File: src/rtl/alu_mem_arbiter.sv
// Round-robin arbiter that lets two requesters share one ALU/memory unit,
// with a single transaction in flight and a bounded wait for the unit.
module alu_mem_arbiter #(
  parameter int TIMEOUT = 8
) (
  input  logic        clk,
  input  logic        rst,
  input  logic [1:0]  req,
  input  logic [35:0] cmd0,
  input  logic [35:0] cmd1,
  output logic [1:0]  gnt,
  output logic [1:0]  rsp_valid,
  output logic [15:0] rsp_data,
  output logic        rsp_err,
  output logic        rsp_timeout,
  output logic        busy,
  output logic        u_start,
  output logic [1:0]  u_op,
  output logic [1:0]  u_mem_op,
  output logic [7:0]  u_addr,
  output logic [7:0]  u_in_a,
  output logic [7:0]  u_in_b,
  output logic [7:0]  u_wdata,
  input  logic [15:0] u_result,
  input  logic        u_error,
  input  logic        u_done
);

  typedef enum logic [1:0] {IDLE, ISSUE, WAIT, RESP} state_t;

  state_t      state_reg, state_next;
  logic        ptr_reg, ptr_next;
  logic        owner_reg, owner_next;
  logic [7:0]  cnt_reg, cnt_next;
  logic [1:0]  gnt_reg, gnt_next;
  logic [1:0]  rsp_valid_reg, rsp_valid_next;
  logic [15:0] rsp_data_reg, rsp_data_next;
  logic        rsp_err_reg, rsp_err_next;
  logic        rsp_timeout_reg, rsp_timeout_next;
  logic        busy_reg, busy_next;
  logic        u_start_reg, u_start_next;
  logic [1:0]  u_op_reg, u_op_next;
  logic [1:0]  u_mem_op_reg, u_mem_op_next;
  logic [7:0]  u_addr_reg, u_addr_next;
  logic [7:0]  u_in_a_reg, u_in_a_next;
  logic [7:0]  u_in_b_reg, u_in_b_next;
  logic [7:0]  u_wdata_reg, u_wdata_next;
  logic [35:0] cmd_sel;
  logic [8:0]  cnt_inc;

  assign cnt_inc = {1'b0, cnt_reg} + 9'd1;

  always_comb begin
    state_next       = state_reg;
    ptr_next         = ptr_reg;
    owner_next       = owner_reg;
    cnt_next         = cnt_reg;
    gnt_next         = 2'b00;
    rsp_valid_next   = 2'b00;
    rsp_data_next    = rsp_data_reg;
    rsp_err_next     = rsp_err_reg;
    rsp_timeout_next = rsp_timeout_reg;
    busy_next        = busy_reg;
    u_start_next     = 1'b0;
    u_op_next        = u_op_reg;
    u_mem_op_next    = u_mem_op_reg;
    u_addr_next      = u_addr_reg;
    u_in_a_next      = u_in_a_reg;
    u_in_b_next      = u_in_b_reg;
    u_wdata_next     = u_wdata_reg;
    cmd_sel          = cmd0;

    case (state_reg)
      IDLE: begin
        if (req != 2'b00) begin
          // Contention resolved by the pointer; a lone requester always wins.
          owner_next    = (req == 2'b11) ? ptr_reg : req[1];
          cmd_sel       = owner_next ? cmd1 : cmd0;
          u_op_next     = cmd_sel[35:34];
          u_mem_op_next = cmd_sel[33:32];
          u_addr_next   = cmd_sel[31:24];
          u_in_a_next   = cmd_sel[23:16];
          u_in_b_next   = cmd_sel[15:8];
          u_wdata_next  = cmd_sel[7:0];
          gnt_next      = owner_next ? 2'b10 : 2'b01;
          u_start_next  = 1'b1;
          busy_next     = 1'b1;
          state_next    = ISSUE;
        end
      end
      ISSUE: begin
        cnt_next   = 8'd0;
        state_next = WAIT;
      end
      WAIT: begin
        if (u_done) begin
          // Writes carry no data back, so whatever the unit returns is masked.
          if (u_mem_op_reg == 2'b01) begin
            rsp_data_next = 16'h0000;
            rsp_err_next  = 1'b0;
          end else begin
            rsp_data_next = u_result;
            rsp_err_next  = u_error;
          end
          rsp_timeout_next = 1'b0;
          rsp_valid_next   = owner_reg ? 2'b10 : 2'b01;
          state_next       = RESP;
        end else begin
          cnt_next = cnt_inc[7:0];
          if (cnt_inc == 9'(TIMEOUT)) begin
            rsp_data_next    = 16'hFFFF;
            rsp_err_next     = 1'b1;
            rsp_timeout_next = 1'b1;
            rsp_valid_next   = owner_reg ? 2'b10 : 2'b01;
            state_next       = RESP;
          end
        end
      end
      RESP: begin
        ptr_next   = ~owner_reg;
        busy_next  = 1'b0;
        state_next = IDLE;
      end
      default: state_next = IDLE;
    endcase
  end

  always_ff @(posedge clk or negedge rst) begin
    if (!rst) begin
      state_reg       <= IDLE;
      ptr_reg         <= 1'b0;
      owner_reg       <= 1'b0;
      cnt_reg         <= 8'd0;
      gnt_reg         <= 2'b00;
      rsp_valid_reg   <= 2'b00;
      rsp_data_reg    <= 16'h0000;
      rsp_err_reg     <= 1'b0;
      rsp_timeout_reg <= 1'b0;
      busy_reg        <= 1'b0;
      u_start_reg     <= 1'b0;
      u_op_reg        <= 2'b00;
      u_mem_op_reg    <= 2'b00;
      u_addr_reg      <= 8'd0;
      u_in_a_reg      <= 8'd0;
      u_in_b_reg      <= 8'd0;
      u_wdata_reg     <= 8'd0;
    end else begin
      state_reg       <= state_next;
      ptr_reg         <= ptr_next;
      owner_reg       <= owner_next;
      cnt_reg         <= cnt_next;
      gnt_reg         <= gnt_next;
      rsp_valid_reg   <= rsp_valid_next;
      rsp_data_reg    <= rsp_data_next;
      rsp_err_reg     <= rsp_err_next;
      rsp_timeout_reg <= rsp_timeout_next;
      busy_reg        <= busy_next;
      u_start_reg     <= u_start_next;
      u_op_reg        <= u_op_next;
      u_mem_op_reg    <= u_mem_op_next;
      u_addr_reg      <= u_addr_next;
      u_in_a_reg      <= u_in_a_next;
      u_in_b_reg      <= u_in_b_next;
      u_wdata_reg     <= u_wdata_next;
    end
  end

  assign gnt         = gnt_reg;
  assign rsp_valid   = rsp_valid_reg;
  assign rsp_data    = rsp_data_reg;
  assign rsp_err     = rsp_err_reg;
  assign rsp_timeout = rsp_timeout_reg;
  assign busy        = busy_reg;
  assign u_start     = u_start_reg;
  assign u_op        = u_op_reg;
  assign u_mem_op    = u_mem_op_reg;
  assign u_addr      = u_addr_reg;
  assign u_in_a      = u_in_a_reg;
  assign u_in_b      = u_in_b_reg;
  assign u_wdata     = u_wdata_reg;

endmodule

File: config.mk
export PLATFORM = sky130hd
export DESIGN_NAME = alu_mem_arbiter
export DESIGN_NICKNAME = d
export VERILOG_FILES = /design/src/rtl/alu_mem_arbiter.sv
export SDC_FILE = /design/constraint.sdc
export NUM_CORES = 1
export LEC_CHECK = 0
export ABC_CLOCK_PERIOD_IN_PS = 2570
export CORE_MARGIN = 1
export CORE_UTILIZATION = 42
export CTS_CLUSTER_SIZE = 12
export DETAILED_ROUTE_END_ITERATION = 10
export GPL_TIMING_DRIVEN = 0
export PLACE_DENSITY = 0.8
export SLEW_MARGIN = 20
export SYNTH_ARGS = -nofsm -noshare
export SYNTH_HDL_FRONTEND = slang
export SYNTH_SLANG_ARGS = --single-unit
File: constraint.sdc
create_clock -name clk -period 2.57 [get_ports clk]
set_clock_uncertainty 0.1 [all_clocks]
set_input_delay 0.3855 -clock clk [delete_from_list [all_inputs] [get_ports clk]]
set_output_delay 0.3855 -clock clk [all_outputs]
set_load 0.01 [all_outputs]
==> out/results.txt, run 1 <==
Slowest stage delay, CP - 590 ps
Slowest CP cell - mux2i_1
Final setup violation count - 0
Largest register FFs - 16
Port Buffers - 152
Vias in the first global route - 3276
Placed inst area - 5150 um^2
CP max FO - 8
Fin. Hold Viols - 0
Synth unique cells - 39
Leakage - 2.42 nW
TritonCTS clock tree - done
Slew headroom - 58.1%
NumNets Final - 609
Clk slew on worst S/H paths - 80 ps
Fin crit share - 80.8%
RePlAce Congestion - 0.819
Die Ht - 93.1 um
Critical path launch point type - flop
# diodes - 0
Syn Inst Count - 345
Syn Nets - 444
# resized after CTS - 0
DRC - 0
Crit path time final - 2080 ps
Post-synth design cell area - 3490 um^2
Share of cells above drive strength 1 - 9.71%
Post-layout instance area - 5420 um^2
Register Area - 1800 um^2
Gr usage total - 23.0%
First-pass GRT wire length - 15300 um
Drt pass-1 iters - 7
H-tree levels - 3
Seq cells post-synth - 72
Die span in x - 93.1 um
Max Freq - 481 MHz
Initial antenna violation count - 0
Crit path kind - flop to flop
Synth Area per Inst - 10.1 um^2
Clk_lat worst skew - 340 ps
Hold_buf cts - 1
Setup bufs post-CTS - 0
Root Buffer - clkbuf_8
Final WL - 9410 um
RSZ-0062 raised after global routing - no
Number of synthesized flops with an enable pin - 0
Pins Over Slew Limit - 0
Ys async rst share - 100%
Placed instance count - 600
Tightest Pin Transition - 611 ps
GR Overflow Total - 0
Hold crit path type - input pin to flop
# rows - 32
Largest net degree at the start of global routing - 38
Starting density of the core - 44.2%
Worst IR Drop VDD - 0.000537 V
Dominant synthesized flop cell - dfrtp_1
Crit-path cells - inv_1 -> ha_1 -> clkbuf_1 -> mux2i_1 -> o21ai_0 -> o41ai_1
CTS Buf Count - 9
Io pins - 154
Core Util, Final - 68.7%
Post-route insts no fill - 617
Area delta synth->final - 55.4%
CP arrival - 2210 ps
CP Capture Type - flop
Drt first-iter violations - 136
Core ar. - 7890 um^2
DP HPWL - 7070 um
Post-route ant nets - 0
# fillers - 627
Seq/Total Area, Yosys - 51.7%
Warnings from Yosys - 0
Required time of the critical path - 2700 ps
Die area - 8670 um^2
PwrDens - 1040 nW/um^2
Vias - 3187
WL per Instance - 15.3 um
Max-Cap Viols - 0
Multi-input gate area - 1500 um^2
TritonCTS Sinks - 72
Vias/cell - 5.17
Status - finished, final reports clean
Bufs on Longest Clock Path - 2
cell usage after synthesis, types with 4 or more instances:
cell type,instances,share of area [%]
dfrtp_1,72,52
nor2_1,44,4.7
nand2_1,38,4.1
o21ai_0,35,5.0
mux2i_1,29,8.3
a21oi_1,23,3.3
a211oi_2,17,6.1
inv_1,17,1.8
clkbuf_1,14,1.5
a222oi_1,10,2.9
ha_1,5,1.8
nand3_1,4,0.57
per-stage QoR:
stage	power, mW	worst slack [ps]	setup TNS, ps	hold slack, ps
2_1_floorplan	3.18	736	0	-10.1
3_3_place_gp	4.43	-1480	-106010	362
3_5_place_dp	4.53	217	0	284
4_1_cts	5.68	490	0	355
5_1_grt	6.01	258	0	376
6_report	5.61	492	0	372
cell usage in the layout, fill, tap and decap left out, drive strengths merged, types with 2 or more instances in the layout:
master,netlist,layout
nand2b,2,2
mux2i,29,29
dfrtp,72,72
clkbuf,14,25
bufinv,0,3
o31ai,3,3
a21oi,23,23
a211oi,18,18
clkdlybuf4s50,0,151
nor2,44,44
and3,2,2
o21ai,38,38
a222oi,10,10
a21o,2,2
buf,8,10
and2,3,3
nand3,4,4
nand2,39,39
inv,18,18
ha,5,5
worst max-delay path, delay by kind of cell (launching register included):
| family | cells | cell delay [ps] |
|---|---|---|
| AO/OA/AOI/OAI | 2 | 280 |
| flip-flops | 1 | 430 |
| adder cells (fa/ha/maj) | 1 | 150 |
| multiplexers | 1 | 590 |
| buffers and inverters | 2 | 400 |
cell type report:
cell class	instances	area share, %
multi-input cells	233	27.8
plain buffers	22	2.08
clock inverters	5	1.89
clock buffers	11	2.80
repair buffers	154	28.6
well taps	102	2.36
inverters	18	1.25
flip-flops and latches	72	33.3
power breakdown:
| group | switching (mW) | leakage [nW] | internal [mW] |
|---|---|---|---|
| sequential | 0.304 | 0.913 | 1.60 |
| clock | 0.421 | 0.126 | 0.696 |
| combinational | 1.26 | 1.38 | 1.33 |
| total | 1.98 | 2.42 | 3.63 |
routing by layer:
layer  track usage, %  vias up  share of wire, %
li1                 -     1541                 -
met1             27.1     1506                40
met2             39.2      132                50
met3             7.48        8               8.5
met4             8.08        0              0.92
met5                0        -                 0
cell families (layout without fill, tap and decap cells):
logic type	count (synthesis)	in the layout	synth area share, %
adders and majority gates	5	5	1.79
and+or+nand+nor	96	96	11.4
xor gates and xnor gates	2	2	0.503
AOI/OAI and AO/OA	101	101	21.1
muxes	29	29	8.33
buffers and inverters	40	210	5.17
DFF	72	72	51.7
path summary, 6_finish.rpt:
kind                                    from            to  slack (ps)  cells after the start
worst max-delay path            state_reg[0]    cnt_reg[5]         490                      6
min in group asynchronous                rst  rsp_data[12]         440                      2
worst min-delay path                  u_done   rsp_data[3]         370                      3
max in group asynchronous                rst     u_addr[2]        1370                      3
worst max register to register  state_reg[0]    cnt_reg[5]         490                      6
worst min register to register     u_in_a[3]     u_in_a[3]         380                      2
Power figures use the tool's default switching activity.
==> run 2: changes to the inputs <==
- ABC_CLOCK_PERIOD_IN_PS: 2570 -> 2100
- clock period: 2.57 -> 2.1 ns (I/O delays scaled with it)
==> out/results.txt, run 2 (synthesized netlist as in run 1, its figures left out) <==
Slew headroom - 67.9%
# diodes - 0
Total Power - 7.01 mW
Fin. Hold Viols - 0
PwrDens - 1280 nW/um^2
Clk_lat worst skew - 340 ps
Placed inst area - 5150 um^2
Starting density of the core - 44.2%
H-tree levels - 3
DRC - 0
Fin crit share - 94.7%
TritonCTS Sinks - 72
Reg2reg start - cnt_reg[0]
Vias/cell - 5.20
Largest register FFs - 16
CTS Buf Count - 9
Crit path kind - flop to flop
DP HPWL - 7070 um
Die span in x - 93.1 um
RePlAce Congestion - 0.819
Vias - 3228
Hold crit path type - input pin to flop
Gr usage total - 23.0%
Hold path endpoint - rsp_data[3]
Largest net degree at the start of global routing - 38
WHS - 301 ps
Die area - 8670 um^2
Final setup violation count - 0
Final WL - 9530 um
Reg2Reg Capture Point - state_reg[1]
Share of cells above drive strength 1 - 11.6%
Worst IR Drop VDD - 0.000688 V
# rows - 32
NumNets Final - 613
Pins Over Slew Limit - 0
Port Buffers - 152
Worst R2R Path Depth - 6
Post-layout instance area - 5490 um^2
Core ar. - 7890 um^2
Required time of the critical path - 2230 ps
Setup slack at placement - -182 ps
WL per Instance - 15.3 um
Die Ht - 93.1 um
Clk slew on worst S/H paths - 80 ps
Tightest Pin Transition - 481 ps
CP Capture Type - flop
TritonCTS clock tree - done
RSZ-0062 raised after global routing - no
Status - finished, final reports clean
Area delta synth->final - 57.5%
Bufs on Longest Clock Path - 2
First-pass GRT wire length - 15300 um
Drt first-iter violations - 129
Leakage - 2.45 nW
Io pins - 154
R2R Setup Slk - 110 ps
CP arrival - 2120 ps
Crit. Startpoint - cnt_reg[0]
Max Freq - 503 MHz
Placed instance count - 600
HP Start - u_done
Post-route ant nets - 0
Drt pass-1 iters - 5
Initial antenna violation count - 0
Most frequent cells in the layout - clkdlybuf4s50_1 (151), dfrtp_1 (72), nor2_1 (44)
Hold Path Depth - 3
Crit path time final - 1990 ps
Worst path setup slack after routing - 112 ps
CP max FO - 6
# fillers - 623
Max-Cap Viols - 0
Vias in the first global route - 3276
Critical path launch point type - flop
Root Buffer - clkbuf_8
GR Overflow Total - 0
Post-route insts no fill - 621
Most common cell after layout, fill and taps aside - clkdlybuf4s50_1
[run 2: changes by cell type in the layout (fill, tap and decap cells not counted)]
cell      delta
buf_4        +3
a311oi_1     -1
nand2_2      +1
ha_1         -1
clkbuf_1     -2
mux2i_1      -1
mux2i_2      +1
buf_12       +2
ha_2         +1
a311oi_2     +1
clkbuf_2     +1
nand2_1      -1
[run 2: where the power goes]
part           switching [mW]  internal [mW]  leakage (nW)  total [mW]
combinational            1.58           1.74          1.41        3.32
sequential              0.366           1.96         0.913        2.33
clock                   0.517          0.852         0.126        1.37
total                    2.46           4.55          2.45        7.01
[run 2: routing by layer]
| metal | part of all wire, % | GRT usage [%] | wire, um |
|---|---|---|---|
| met4 | 1.1 | 8.08 | 108 |
| met1 | 40 | 27.1 | 3800 |
| met3 | 8.2 | 7.48 | 786 |
| met2 | 51 | 39.2 | 4830 |
| met5 | 0 | 0 | 0 |
[run 2: final cells by class]
| cell class | instances | area [um^2] | area share (%) |
|---|---|---|---|
| Timing Repair Buffer | 159 | 1610 | 29.3 |
| Tap cell | 102 | 128 | 2.32 |
| Buffer | 21 | 110 | 2.01 |
| Sequential cell | 72 | 1800 | 32.8 |
| Multi-Input combinational cell | 233 | 1520 | 27.7 |
| Inverter | 18 | 67.6 | 1.23 |
| Clock inverter | 5 | 103 | 1.87 |
| Clock buffer | 11 | 151 | 2.76 |
[run 2: worst max-delay path by stage]
| stage | cells past startpoint | slack [ps] | endpoint |
|---|---|---|---|
| final | 6 | 110 | state_reg[1] |
| after global routing | 6 | 30 | state_reg[1] |
| after CTS | 6 | 20 | cnt_reg[5] |
| after detailed placement | 7 | -180 | u_wdata[6] |
| after global placement | 1 | -1880 | u_addr[0] |
| after floorplan | 6 | 270 | state_reg[1] |
[run 2: through the flow]
step,util (%),TNS (ps)
finish,69.6,0
CTS,68.7,0
global placement,65.1,-135850
floorplan,-,0
detailed placement,65.3,-1550
global route,69.6,0
[run 2: timing repair]
action / in CTS / in global routing
setup buffers: 0 / 5
endpoints found under the hold margin: 36 / 0
gates resized for setup: 0 / 6
setup endpoints to repair: 0 / 38
hold buffers: 1 / 0
[run 2: worst max-delay path, stage by stage (launching register included)]
cell,delay (ps)
dfrtp_1,440
ha_2,230
and2_2,230
and3_1,190
a31o_2,270
a221o_1,320
o31ai_1,90
